===== config.mk =====
export PLATFORM = sky130hd
export DESIGN_NAME = watchdog_ctrl
export DESIGN_NICKNAME = d
export VERILOG_FILES = /design/src/rtl/watchdog_ctrl.sv
export SDC_FILE = /design/constraint.sdc
export NUM_CORES = 1
export LEC_CHECK = 0
export ABC_AREA = 1
export CELL_PAD_IN_SITES_DETAIL_PLACEMENT = 0
export CELL_PAD_IN_SITES_GLOBAL_PLACEMENT = 1
export CORE_MARGIN = 4
export CORE_UTILIZATION = 26
export DETAILED_ROUTE_END_ITERATION = 16
export GPL_TIMING_DRIVEN = 0
export HOLD_SLACK_MARGIN = 0.03
export PLACE_DENSITY = 0.85
export SYNTH_ARGS = -nofsm -noshare
export SYNTH_HDL_FRONTEND = slang
export SYNTH_SLANG_ARGS = --single-unit

===== constraint.sdc =====
create_clock -name CLK -period 1.3 [get_ports CLK]
set_input_delay 0.195 -clock CLK [delete_from_list [all_inputs] [get_ports CLK]]
set_output_delay 0.195 -clock CLK [all_outputs]
set_load 0.01 [all_outputs]

===== src/rtl/watchdog_ctrl.sv =====
// watchdog_ctrl: bus-kicked system watchdog with a prescaled tick counter.
// Holds nRESET low for HOLD_TICKS ticks after RST or a timeout. Releases it,
// then expects a kick at least every TIMEOUT_TICKS ticks while WD_EN is high.
// Optional feature: define WATCHDOG_WINDOW_EN to treat kicks that arrive while
// CNT < WINDOW_TICKS as early-kick violations (WD_CAUSE = 10).
// Bus handshake: BUS_WR is a single-cycle write strobe qualified by BUS_ADDR
// and BUS_DATA in the same cycle; there is no ready/back-pressure, so every
// strobe is consumed in the cycle it is presented.
module watchdog_ctrl #(
    parameter int                ADDR_W        = 24,
    parameter logic [ADDR_W-1:0] KICK_ADDR     = ADDR_W'(24'h300001),
    parameter logic [ADDR_W-1:0] ADDR_MASK     = ADDR_W'(24'hF1FFFF),
    parameter bit                KEY_CHK       = 1'b0,
    parameter logic [7:0]        KICK_KEY      = 8'h00,
    parameter int                PRESCALE      = 4096,
    parameter int                TIMEOUT_TICKS = 8,
    parameter int                HOLD_TICKS    = 8,
    parameter int                WINDOW_TICKS  = 0
) (
    input  logic              CLK,
    input  logic              RST,
    input  logic              BUS_WR,
    input  logic [ADDR_W-1:0] BUS_ADDR,
    input  logic [7:0]        BUS_DATA,
    input  logic              WD_EN,
    output logic              nRESET,
    output logic [1:0]        WD_CAUSE,
    output logic              WD_TICK
);

    localparam int MAX_TICKS = (TIMEOUT_TICKS > HOLD_TICKS) ? TIMEOUT_TICKS : HOLD_TICKS;
    localparam int CNT_W     = (MAX_TICKS > 1) ? $clog2(MAX_TICKS) : 1;
    localparam int CNT_RANGE = 2 ** CNT_W;
    localparam int PRE_W     = (PRESCALE > 1) ? $clog2(PRESCALE) : 1;

    localparam logic [CNT_W-1:0] HOLD_LAST    = CNT_W'(HOLD_TICKS - 1);
    localparam logic [CNT_W-1:0] TIMEOUT_LAST = CNT_W'(TIMEOUT_TICKS - 1);
    localparam logic [PRE_W-1:0] PRE_LAST     = PRE_W'(PRESCALE - 1);

`ifdef WATCHDOG_WINDOW_EN
    localparam bit WINDOW_ON = 1'b1;
`else
    localparam bit WINDOW_ON = 1'b0;
`endif

    // One bit per CNT value: set where a kick would be too early.
    function automatic logic [CNT_RANGE-1:0] win_mask_f();
        logic [CNT_RANGE-1:0] m;
        m = '0;
        for (int i = 0; i < CNT_RANGE; i++) begin
            m[i] = (i < WINDOW_TICKS);
        end
        return m;
    endfunction

    localparam logic [CNT_RANGE-1:0] WIN_MASK = win_mask_f();

    typedef enum logic {
        ST_HOLD = 1'b0,
        ST_RUN  = 1'b1
    } state_t;

    state_t           state, state_n;
    logic [CNT_W-1:0] cnt, cnt_n;
    logic [PRE_W-1:0] pre, pre_n;
    logic [1:0]       cause, cause_n;
    logic             nreset_q;

    logic             addr_hit;
    logic             key_ok;
    logic             kick;
    logic             tick;
    logic             early_kick;

    assign addr_hit   = ((BUS_ADDR ^ KICK_ADDR) & ADDR_MASK) == '0;
    assign key_ok     = !KEY_CHK || (BUS_DATA == KICK_KEY);
    assign kick       = BUS_WR && addr_hit && key_ok;
    assign tick       = (pre == PRE_LAST);
    assign early_kick = WINDOW_ON && kick && WIN_MASK[cnt];

    // Next-state, tick counter, prescaler and cause decisions.
    always_comb begin
        state_n = state;
        cnt_n   = cnt;
        cause_n = cause;
        pre_n   = tick ? '0 : pre + PRE_W'(1);
        case (state)
            ST_HOLD: begin
                // Kicks and WD_EN are deliberately ignored while holding.
                if (tick) begin
                    if (cnt == HOLD_LAST) begin
                        state_n = ST_RUN;
                        cnt_n   = '0;
                    end else begin
                        cnt_n = cnt + CNT_W'(1);
                    end
                end
            end
            ST_RUN: begin
                if (early_kick) begin
                    state_n = ST_HOLD;
                    cnt_n   = '0;
                    pre_n   = '0;
                    cause_n = 2'b10;
                end else if (kick) begin
                    // A kick wins over a timeout tick in the same cycle.
                    cnt_n = '0;
                    pre_n = '0;
                end else if (WD_EN && tick) begin
                    if (cnt == TIMEOUT_LAST) begin
                        state_n = ST_HOLD;
                        cnt_n   = '0;
                        cause_n = 2'b01;
                    end else begin
                        cnt_n = cnt + CNT_W'(1);
                    end
                end
            end
            default: state_n = ST_HOLD;
        endcase
    end

    // State register; nRESET follows the state one cycle behind the decision.
    always_ff @(posedge CLK) begin
        if (RST) begin
            state    <= ST_HOLD;
            cnt      <= '0;
            pre      <= '0;
            cause    <= 2'b00;
            nreset_q <= 1'b0;
        end else begin
            state    <= state_n;
            cnt      <= cnt_n;
            pre      <= pre_n;
            cause    <= cause_n;
            nreset_q <= (state == ST_RUN);
        end
    end

    assign nRESET   = nreset_q;
    assign WD_CAUSE = cause;
    assign WD_TICK  = tick && !RST;

endmodule


==> flow_metrics.py <==
metrics = {
    "finish": {
        "n_fill_cell": 330,
        "final_util": 0.4164,
        "synthToLayoutAreaGrowth_pct": 51.82,
        "multiInputGateArea_um2": 601.8,
        "n_antenna_cell": 0,
        "drive_above_1_share": 0.2469,
        "num-nets-final": 203,
        "fin_cells": 208,
        "regArea_um2": 365.4,
        "layout_commonest_cell": "nor2_1",
        "final_cell_mix": "nor2_1 (28), clkdlybuf4s50_1 (24), nand2_1 (19)",
    },
    "clock_tree": {
        "cts_buffers": 3,
        "clkLatencyLatePin_ns": 0.29,
        "postCtsHoldBufs": 0,
        "clk_pin_slew_worst_paths_ns": 0.09,
        "cts_root_buffer": "clkbuf_4",
        "htree_levels": 1,
        "clock_path_buffers": 2,
        "cts_tree": "done",
        "clock_sinks": 18,
    },
    "grt": {
        "grt_pass1_vias": 835,
        "overflow": 0,
        "grt_max_degree": 11,
        "antenna_found_initial": 0,
        "grt_pass1_wl_um": 3422,
        "grt_usage": 0.09660,
    },
    "timing": {
        "hold_viol": 0,
        "worst_slack_ns": -0.1751,
        "rsz0062_at_grt": "true",
        "finalSetupViolCount": 12,
        "slew_violations": 0,
        "finalCriticalPeriod_ns": 1.475,
        "min_period_over_period": 1.135,
        "skew_ns": 0.0009215,
        "max_freq_ghz": 0.6779,
    },
    "floorplanning": {
        "row_count": 21,
        "die_h_um": 67.80,
        "io_pins": 40,
        "core_um2": 3390,
        "die_area_um2": 4596,
        "die_w_um": 67.80,
        "initial_utilization": 0.2743,
    },
    "hold_path": {
        "hold_depth": 2,
        "whs_endpoint": "WD_CAUSE[0]",
        "hp-class": "reg -> reg",
        "hold_start": "WD_CAUSE[0]",
    },
    "yosys": {
        "synth.avg_cell_area_um2": 7.497,
        "yosysSeqAreaShare": 0.3876,
        "synth.net_count": 163,
        "ys_seq_elements": 18,
        "synth_top_area_cell": "dfxtp_1",
        "yosysWarnings": 0,
        "ys_types": 23,
        "syn_inst": 124,
        "mappedNetlistArea_um2": 929.6,
        "synth.area.top_cells": "dfxtp_1 (39%), nor2_1 (14%), nand2_1 (7.7%), nand3_1 (4.8%), xnor2_1 (4.7%)",
        "netlist.area_leader.share": 0.3876,
    },
    "setup_path": {
        "cp.buffers_inverters": 2,
        "crit_path_end_kind": "flop",
        "ff2ff_path_depth": 10,
        "cp-start-kind": "flop",
        "reg2reg_to": "state",
        "timing.rr.start": "pre[0]",
        "cp_data_arrival_time_ns": 1.71,
        "cp_top_family": "simple AND/OR/NAND/NOR gates",
        "path_cells": "ha_4 -> nand2_4 -> nor2_4 -> buf_4 -> buf_6 -> nand2_4 -> nor2_8 -> nand2_1 -> a21oi_1 -> and2_1",
        "crit_top_cell": "nand2_4",
        "slowest_stage": "dfxtp_2",
        "required_ns": 1.54,
        "crit_type": "reg -> reg",
        "slowest_delay_ns": 0.36,
        "r2r_setup_slack_ns": -0.18,
        "cp_max_fo": 6,
    },
    "power": {
        "p_leak_uw": 0.0005715,
        "finalPower_uw": 968.5,
        "pwr_density_cell_nw_per_um2": 686.2,
        "peakVddDrop_mv": 0.5063,
    },
    "detailed_routing": {
        "totalWireLength_um": 2156,
        "drtIter0Drc": 27,
        "first_pass_iters": 4,
        "drt.antenna.violating_nets": 0,
        "avgRoutedWirePerCell_um": 10.37,
        "vias": 890,
        "via_per_inst": 4.279,
        "drcViolationCount": 0,
    },
    "placement": {
        "gp_congestion": 0.7280,
        "dp_slack_ns": -0.4657,
        "dp_hpwl_um": 1537,
        "portBuffers": 27,
        "dp.cells": 197,
    },
    "run": {
        "cap_violations": 0,
    },
    "outcome": {
        "status": "complete, but fails checks",
        "failed_checks": "negative setup slack",
    },
}
==> how the worst max path moves through the flow <==
stage | start | end | slack (ns) | cells past startpoint
finish | pre[0] | state | -0.18 | 10
global route | pre[1] | state | -0.28 | 10
CTS | pre[0] | WD_TICK | -0.19 | 6
detailed placement | pre[0] | WD_TICK | -0.47 | 6
global placement | pre[0] | WD_TICK | -0.44 | 6
floorplan | pre[0] | state | 0.02 | 7
==> state kept, by name (all words and copies together), names as in the netlist <==
signal / cells
WD_CAUSE: 1
cnt: 3
nRESET: 1
pre: 12
state: 1
==> synth_stat cells, drive strengths merged <==
cell type / count
a21oi: 4
and2: 1
buf: 1
conb: 1
dfxtp: 18
ha: 3
inv: 9
nand2: 23
nand3: 11
nand3b: 1
nand4: 1
nor2: 39
or2: 2
xnor2: 5
xor2: 5
==> final cells by class <==
type	instances	area share
inverter	9	0.02394
timing repair buffer	34	0.2287
buffer	1	0.005319
clock buffer	3	0.01596
tap	46	0.04078
multi-input combinational	97	0.4264
sequential	18	0.2589
==> worst min-delay path, stage by stage (launching register included) <==
cell,delay [ns]
dfxtp_1,0.32
inv_1,0.06
a21oi_2,0.04
==> what timing repair did <==
item                                    CTS  global route
setup buffers                             5             2
pin swaps                                 3             5
endpoints found under the hold margin     0             0
endpoints found under the setup margin   18            18
cloned                                    0             1
resized for setup                        12            15
==> cell families after synthesis <==
| kind of cell | count (synthesis) | synth area share |
|---|---|---|
| adder cells (fa/ha/maj) | 3 | 0.04038 |
| flip-flops | 18 | 0.3876 |
| buffers and inverters | 10 | 0.04443 |
| XOR/XNOR | 10 | 0.09421 |
| AO/OA/AOI/OAI | 4 | 0.02154 |
| AND/OR/NAND/NOR | 78 | 0.4078 |
| other | 1 | 0.004034 |
==> stage by stage <==
step / hold WS, ns / setup TNS [ns] / instance area [um2]
3_5_place_dp: 0.4445 / -4.386 / 1257
6_report: 0.4588 / -0.9175 / 1411
3_3_place_gp: 0.4278 / -4.374 / 1257
5_1_grt: 0.4903 / -2.091 / 1411
2_1_floorplan: 0.2641 / 0 / 929.6
4_1_cts: 0.4701 / -0.8075 / 1330
==> layer usage <==
layer / wire [um] / up-vias / GRT usage / part of all wire
li1: - / 463 / - / -
met1: 901 / 406 / 0.1038 / 0.42
met2: 1082 / 19 / 0.1774 / 0.50
met3: 156 / 2 / 0.03661 / 0.072
met4: 15 / 0 / 0.02233 / 0.0070
met5: 0 / - / 0 / 0
==> report_power, final <==
part	internal, uW	leakage, uW	switching (uW)	total (uW)
Sequential	560	0.000147	8.83	569
Combinational	90.8	0.000411	43.2	134
Clock	108	0.0000138	158	266
Total	759	0.000571	210	969
Note: power is estimated with default switching activity, not from simulation.
==> edit 1 (same flow settings) <==
Change the parameter `TIMEOUT_TICKS` from 8 to 4.
--- a/src/rtl/watchdog_ctrl.sv
+++ b/src/rtl/watchdog_ctrl.sv
@@ -15,3 +15,3 @@
     parameter int                PRESCALE      = 4096,
-    parameter int                TIMEOUT_TICKS = 8,
+    parameter int                TIMEOUT_TICKS = 4,
     parameter int                HOLD_TICKS    = 8,
Behaviour: no difference found for any inputs over 10 cycles, from zero or initial values and one cycle with RST high; that may be too few to reach the edited logic, so the function may still have changed.
==> edit 1 against the unedited design <==
- the run still ends with setup timing left
- sequential power down 0.9%
- synthesized area increased by 12%
- combinational power increased by 13%
- clock skew grew 0.00094 ns
- setup slack worse by 0.025 ns
- synthesized cell count is 27% higher
- power is 21% higher
- cell area up 22%
- wire length increased by 25%
- sequential share of layout area down 4.1 points
- die area rose by 11%
- sequential cell count unchanged
- largest power group unchanged
- highest routed layer unchanged
==> edit 1: results (changes against the unedited design) <==
[routing]
viasPerCell = 4.28  ; about the same
dr.first_iter.drc_count = 62  ; +130%
postRouteWirelength_mm = 2.70  ; +25%

[finish]
n_fill_cell = 361  ; +9.4%
stdcell_count = 255  ; +23%

[worst_setup_path]
crit_family = buffers and inverters

[global_routing]
grt_usage_pct = 10.6  ; +0.95 points
grt_pass1_wl_mm = 4.47  ; +31%
grt_pass1_vias = 1042  ; +25%

[outcome]
violations = setup timing
status = finished, violations left

[yosys]
synth_area_per_cell_um2 = 6.65  ; -11%
syn_nets = 198  ; +21%
synth_commonest_cells = nor2_1 (39), nand2_1 (27), inv_1 (19)
seq_area_frac_synth_pct = 34.5  ; -4.3 points

[sta]
final.setup.tns_ns = -2.10  ; -1.18 ns
skew_ns = 0.00186  ; +0.000937 ns
setup_viol = 17  ; +5
setup_ws_ns = -0.200  ; -0.0247 ns

[clocking]
clockRootBuffer = clkbuf_8
clk_pin_slew_ns = 0.07  ; -0.02 ns

[placed_design]
hpwl_mm = 1.75  ; +14%
place_ws_ns = -0.559  ; -0.0934 ns
gp_congestion = 0.728  ; about the same
dpl_cell_area_um2 = 1380  ; +9.4%

[power]
p_leak_nw = 0.732  ; +28%

-- edit 1: changes by cell type after synthesis, sizes merged, moves of 2 or more --
cell,unedited run,this run
nand2,23,29
nand4,1,3
inv,9,23
nor2,39,43
o21ai,0,4
nor3,0,6
ha,3,5
xnor2,5,0
-- edit 1: cell type report --
cell class	instances	share of cell area, %
multi-input combinational	116	42.0
timing repair buffer	45	23.8
sequential	18	21.7
inverter	23	5.31
tap	48	3.49
clock buffer	4	3.20
buffer	1	0.436
-- edit 1: final timing paths --
check                                  from     endpoint  slack, ns  depth (start not counted)
worst max-delay path                 pre[0]        state      -0.20                         11
worst min-delay path            WD_CAUSE[0]  WD_CAUSE[0]       0.45                          2
worst min register to register  WD_CAUSE[0]  WD_CAUSE[0]       0.45                          2
worst max register to register       pre[0]        state      -0.20                         11
-- edit 1: worst register-to-register path, stage by stage (launching register included) --
cell,delay (ns)
dfxtp_2,0.36
ha_4,0.15
nand2_4,0.06
nor2_4,0.09
nand2_2,0.07
inv_2,0.08
nand2_4,0.05
buf_4,0.13
buf_6,0.13
a21oi_1,0.18
nand3_2,0.09
inv_1,0.05
-- edit 1: cells by family (layout without fill, tap and decap cells) --
kind of cell / after synthesis / after routing / synth area share (%)
and+or+nand+nor: 96 / 97 / 41.8
buffers and inverters: 24 / 73 / 8.98
DFF: 18 / 18 / 34.5
AOI/OAI and AO/OA: 9 / 9 / 5.03
adders and majority gates: 5 / 5 / 5.99
xor gates and xnor gates: 4 / 4 / 3.35
other: 1 / 1 / 0.359
-- edit 1: power by group --
group	switching, mW	internal (mW)	total (mW)	leakage (nW)
clock	0.188	0.269	0.457	0.0288
combinational	0.0577	0.0948	0.152	0.554
sequential	0.00775	0.556	0.564	0.149
-- edit 1: what timing repair did --
| action | CTS | global route |
|---|---|---|
| pin swaps | 13 | 12 |
| setup endpoints to repair | 18 | 19 |
| gates cloned | 1 | 0 |
| setup buffers | 14 | 8 |
| resized for setup | 23 | 27 |
| hold buffers | 0 | 0 |
-- edit 1: metal layers --
metal | vias up | global-route usage (%) | part of all wire [%]
li1 | 586 | - | -
met1 | 480 | 13.4 | 44
met2 | 19 | 18.8 | 52
met3 | 6 | 1.26 | 2.9
met4 | 0 | 3.13 | 1.8
met5 | - | 0 | 0
==> edit 2 (same flow settings) <==
Without the edit above. Register the output `WD_TICK`, with the module's reset; this adds one clock of latency there. The other outputs are not delayed to match.
--- a/src/rtl/watchdog_ctrl.sv
+++ b/src/rtl/watchdog_ctrl.sv
@@ -141,3 +141,9 @@
     assign WD_CAUSE = cause;
-    assign WD_TICK  = tick && !RST;
+    always_ff @(posedge CLK) begin
+        if (RST) begin
+            WD_TICK <= '0;
+        end else begin
+            WD_TICK <= tick && !RST;
+        end
+    end
 
Function: same outputs for any inputs over 10 cycles, from zero or initial values and one cycle with RST high; that may be too few to reach the edited logic, so the function may still have changed.
==> edit 2 against the unedited design <==
- sequential cell count up 1
- cell area about the same
- clock skew up 0.00092 ns
- first-iteration DRC count up 89%
- power up 16%
- synthesized area up 4.4%
- wire length down 12%
- setup slack better by 0.18 ns
- critical path type unchanged
==> edit 2: results (changes against the unedited design) <==
[yosys]
synth_commonest_cells = nor2_1 (34), nand2_1 (21), dfxtp_1 (19)
synthAdderAreaFrac_pct = 3.87  ; -0.17 points
synth_area_leaders = dfxtp_1 (39%), nor2_1 (13%), nand2_1 (8.1%), nand3_1 (4.6%), xnor2_1 (4.5%)
synth-main-ff-cell = dfxtp_1
ys_warn_count = 0  ; unchanged
synth_compound_area_share_pct = 1.55  ; -0.61 points
synth.mux.area_fraction_pct = 0  ; unchanged
syn_nets = 165  ; +1.2%
synthXorXnorAreaFrac_pct = 9.02  ; -0.40 points
ys_types = 21  ; -8.7%
seq_area_frac_synth_pct = 39.2  ; +0.41 points

[routing]
dr.first_iter.drc_count = 51  ; +89%
viasPerCell = 4.13  ; -3.5%
first_pass_iters = 4  ; unchanged
detail_route.wl_per_cell_um = 9.20  ; -11%
route.detailed.drc = 0  ; unchanged

[worst_setup_path]
rr_worst_depth = 7  ; -3
slowest_delay_ns = 0.36  ; about the same
rrSetupSlack_ns = 0.007  ; +0.18 ns
slowest_stage = dfxtp_2
crit_family = simple AND/OR/NAND/NOR gates
cp_max_fo = 3  ; -3
cp_data_arrival_time_ns = 1.44  ; -0.27 ns
timing.rr.start = pre[1]

[global_routing]
grt_pass1_vias = 828  ; -0.84%
grt_pass1_wl_mm = 3.34  ; -2.4%
grt_max_degree = 12  ; +1
antenna_found_initial = 0  ; unchanged
grt_usage_pct = 8.31  ; -1.3 points

[finish]
n_fill_cell = 358  ; +8.5%
design_area_um2 = 1410  ; about the same
drive_above_1_share_pct = 19.3  ; -5.4 points
largest_registers = pre: 12 flops, cnt: 3 flops
fin_nets = 201  ; -0.99%

[clocking]
htreeDepth = 1  ; unchanged
clk_pin_slew_ns = 0.07  ; -0.02 ns
cts_buffers = 3  ; unchanged
clockRootBuffer = clkbuf_8
clock_latency_ns = 0.25  ; -0.04 ns
clock_path_buffers = 2  ; unchanged

[power]
p_leak_nw = 0.601  ; +5.3%
peakVddDrop_uv = 274  ; -46%

[placed_design]
hpwl_mm = 1.53  ; -0.72%
gp_congestion = 0.732  ; +0.56%
dpl_cell_area_um2 = 1300  ; +3.3%
io_buffers = 27  ; unchanged

[min_path]
min_path_type = flip-flop to flip-flop
hp-start = WD_CAUSE[0]
min_to = WD_CAUSE[0]

[outcome]
status = complete, no violations

[sta]
skew_ns = 0.00184  ; +0.000920 ns

-- edit 2: changes by cell type after synthesis, moves of 2 or more --
cell and delta:
nor2_2 +2, or2_1 +2, nand2_2 -2, nand2_1 +2
-- edit 2: area by class of cell --
class	instances	share of cell area, %
Multi-Input combinational cell	96	40.9
Sequential cell	19	27.2
Timing Repair Buffer	31	21.4
Tap cell	46	4.08
Clock buffer	3	2.93
Inverter	10	2.66
Buffer	1	0.532
Clock inverter	1	0.355
-- edit 2: how the worst max path moves through the flow --
stage                          to  cells after the start  slack, ns
after floorplan             state                      7       0.02
after global placement     pre[5]                      6      -0.24
after detailed placement  pre[11]                      6      -0.27
after CTS                   state                      7     -0.007
after global routing        state                      8      -0.07
final                       state                      7      0.007
-- edit 2: power by group --
part	total, mW	switching (mW)	internal [mW]
combinational	0.125	0.0382	0.0873
clock	0.402	0.189	0.213
sequential	0.600	0.00898	0.591
-- edit 2: routing by layer --
metal  wire (um)  GRT usage (%)  share of wire (%)
met1         806           9.05                 42
met2         993           15.1                 52
met3          60           1.31                3.1
met4          44           4.56                2.3
met5           0              0                  0
-- edit 2: logic make-up (layout without fill, tap and decap cells) --
family,count (synthesis),after routing
DFF,19,19
other,1,1
xor gates and xnor gates,10,10
AOI/OAI and AO/OA,3,3
and+or+nand+nor,79,79
buffers and inverters,11,46
adders and majority gates,3,3
-- edit 2: repair_timing --
action	CTS	global route
pin swaps	6	3
resized for setup	7	5
hold buffers	0	0
endpoints found under the setup margin	16	17
setup buffers	4	0
-- edit 2: worst register-to-register path, stage by stage (launching register included) --
cell and delay, ns:
dfxtp_2 0.36, ha_4 0.15, nand2_4 0.05, nor2_4 0.14
nand3_2 0.11, nor2_1 0.10, nand3_1 0.11, and2_1 0.16
-- edit 2: metrics by stage --
stage,instances,setup WS (ns),hold slack (ns),total power [mW]
3_5_place_dp,199,-0.273,0.440,0.723
4_1_cts,207,-0.00730,0.465,1.14
5_1_grt,207,-0.0717,0.504,1.18
6_report,207,0.00707,0.464,1.13
2_1_floorplan,126,0.0162,0.264,0.643
3_3_place_gp,199,-0.239,0.427,0.720
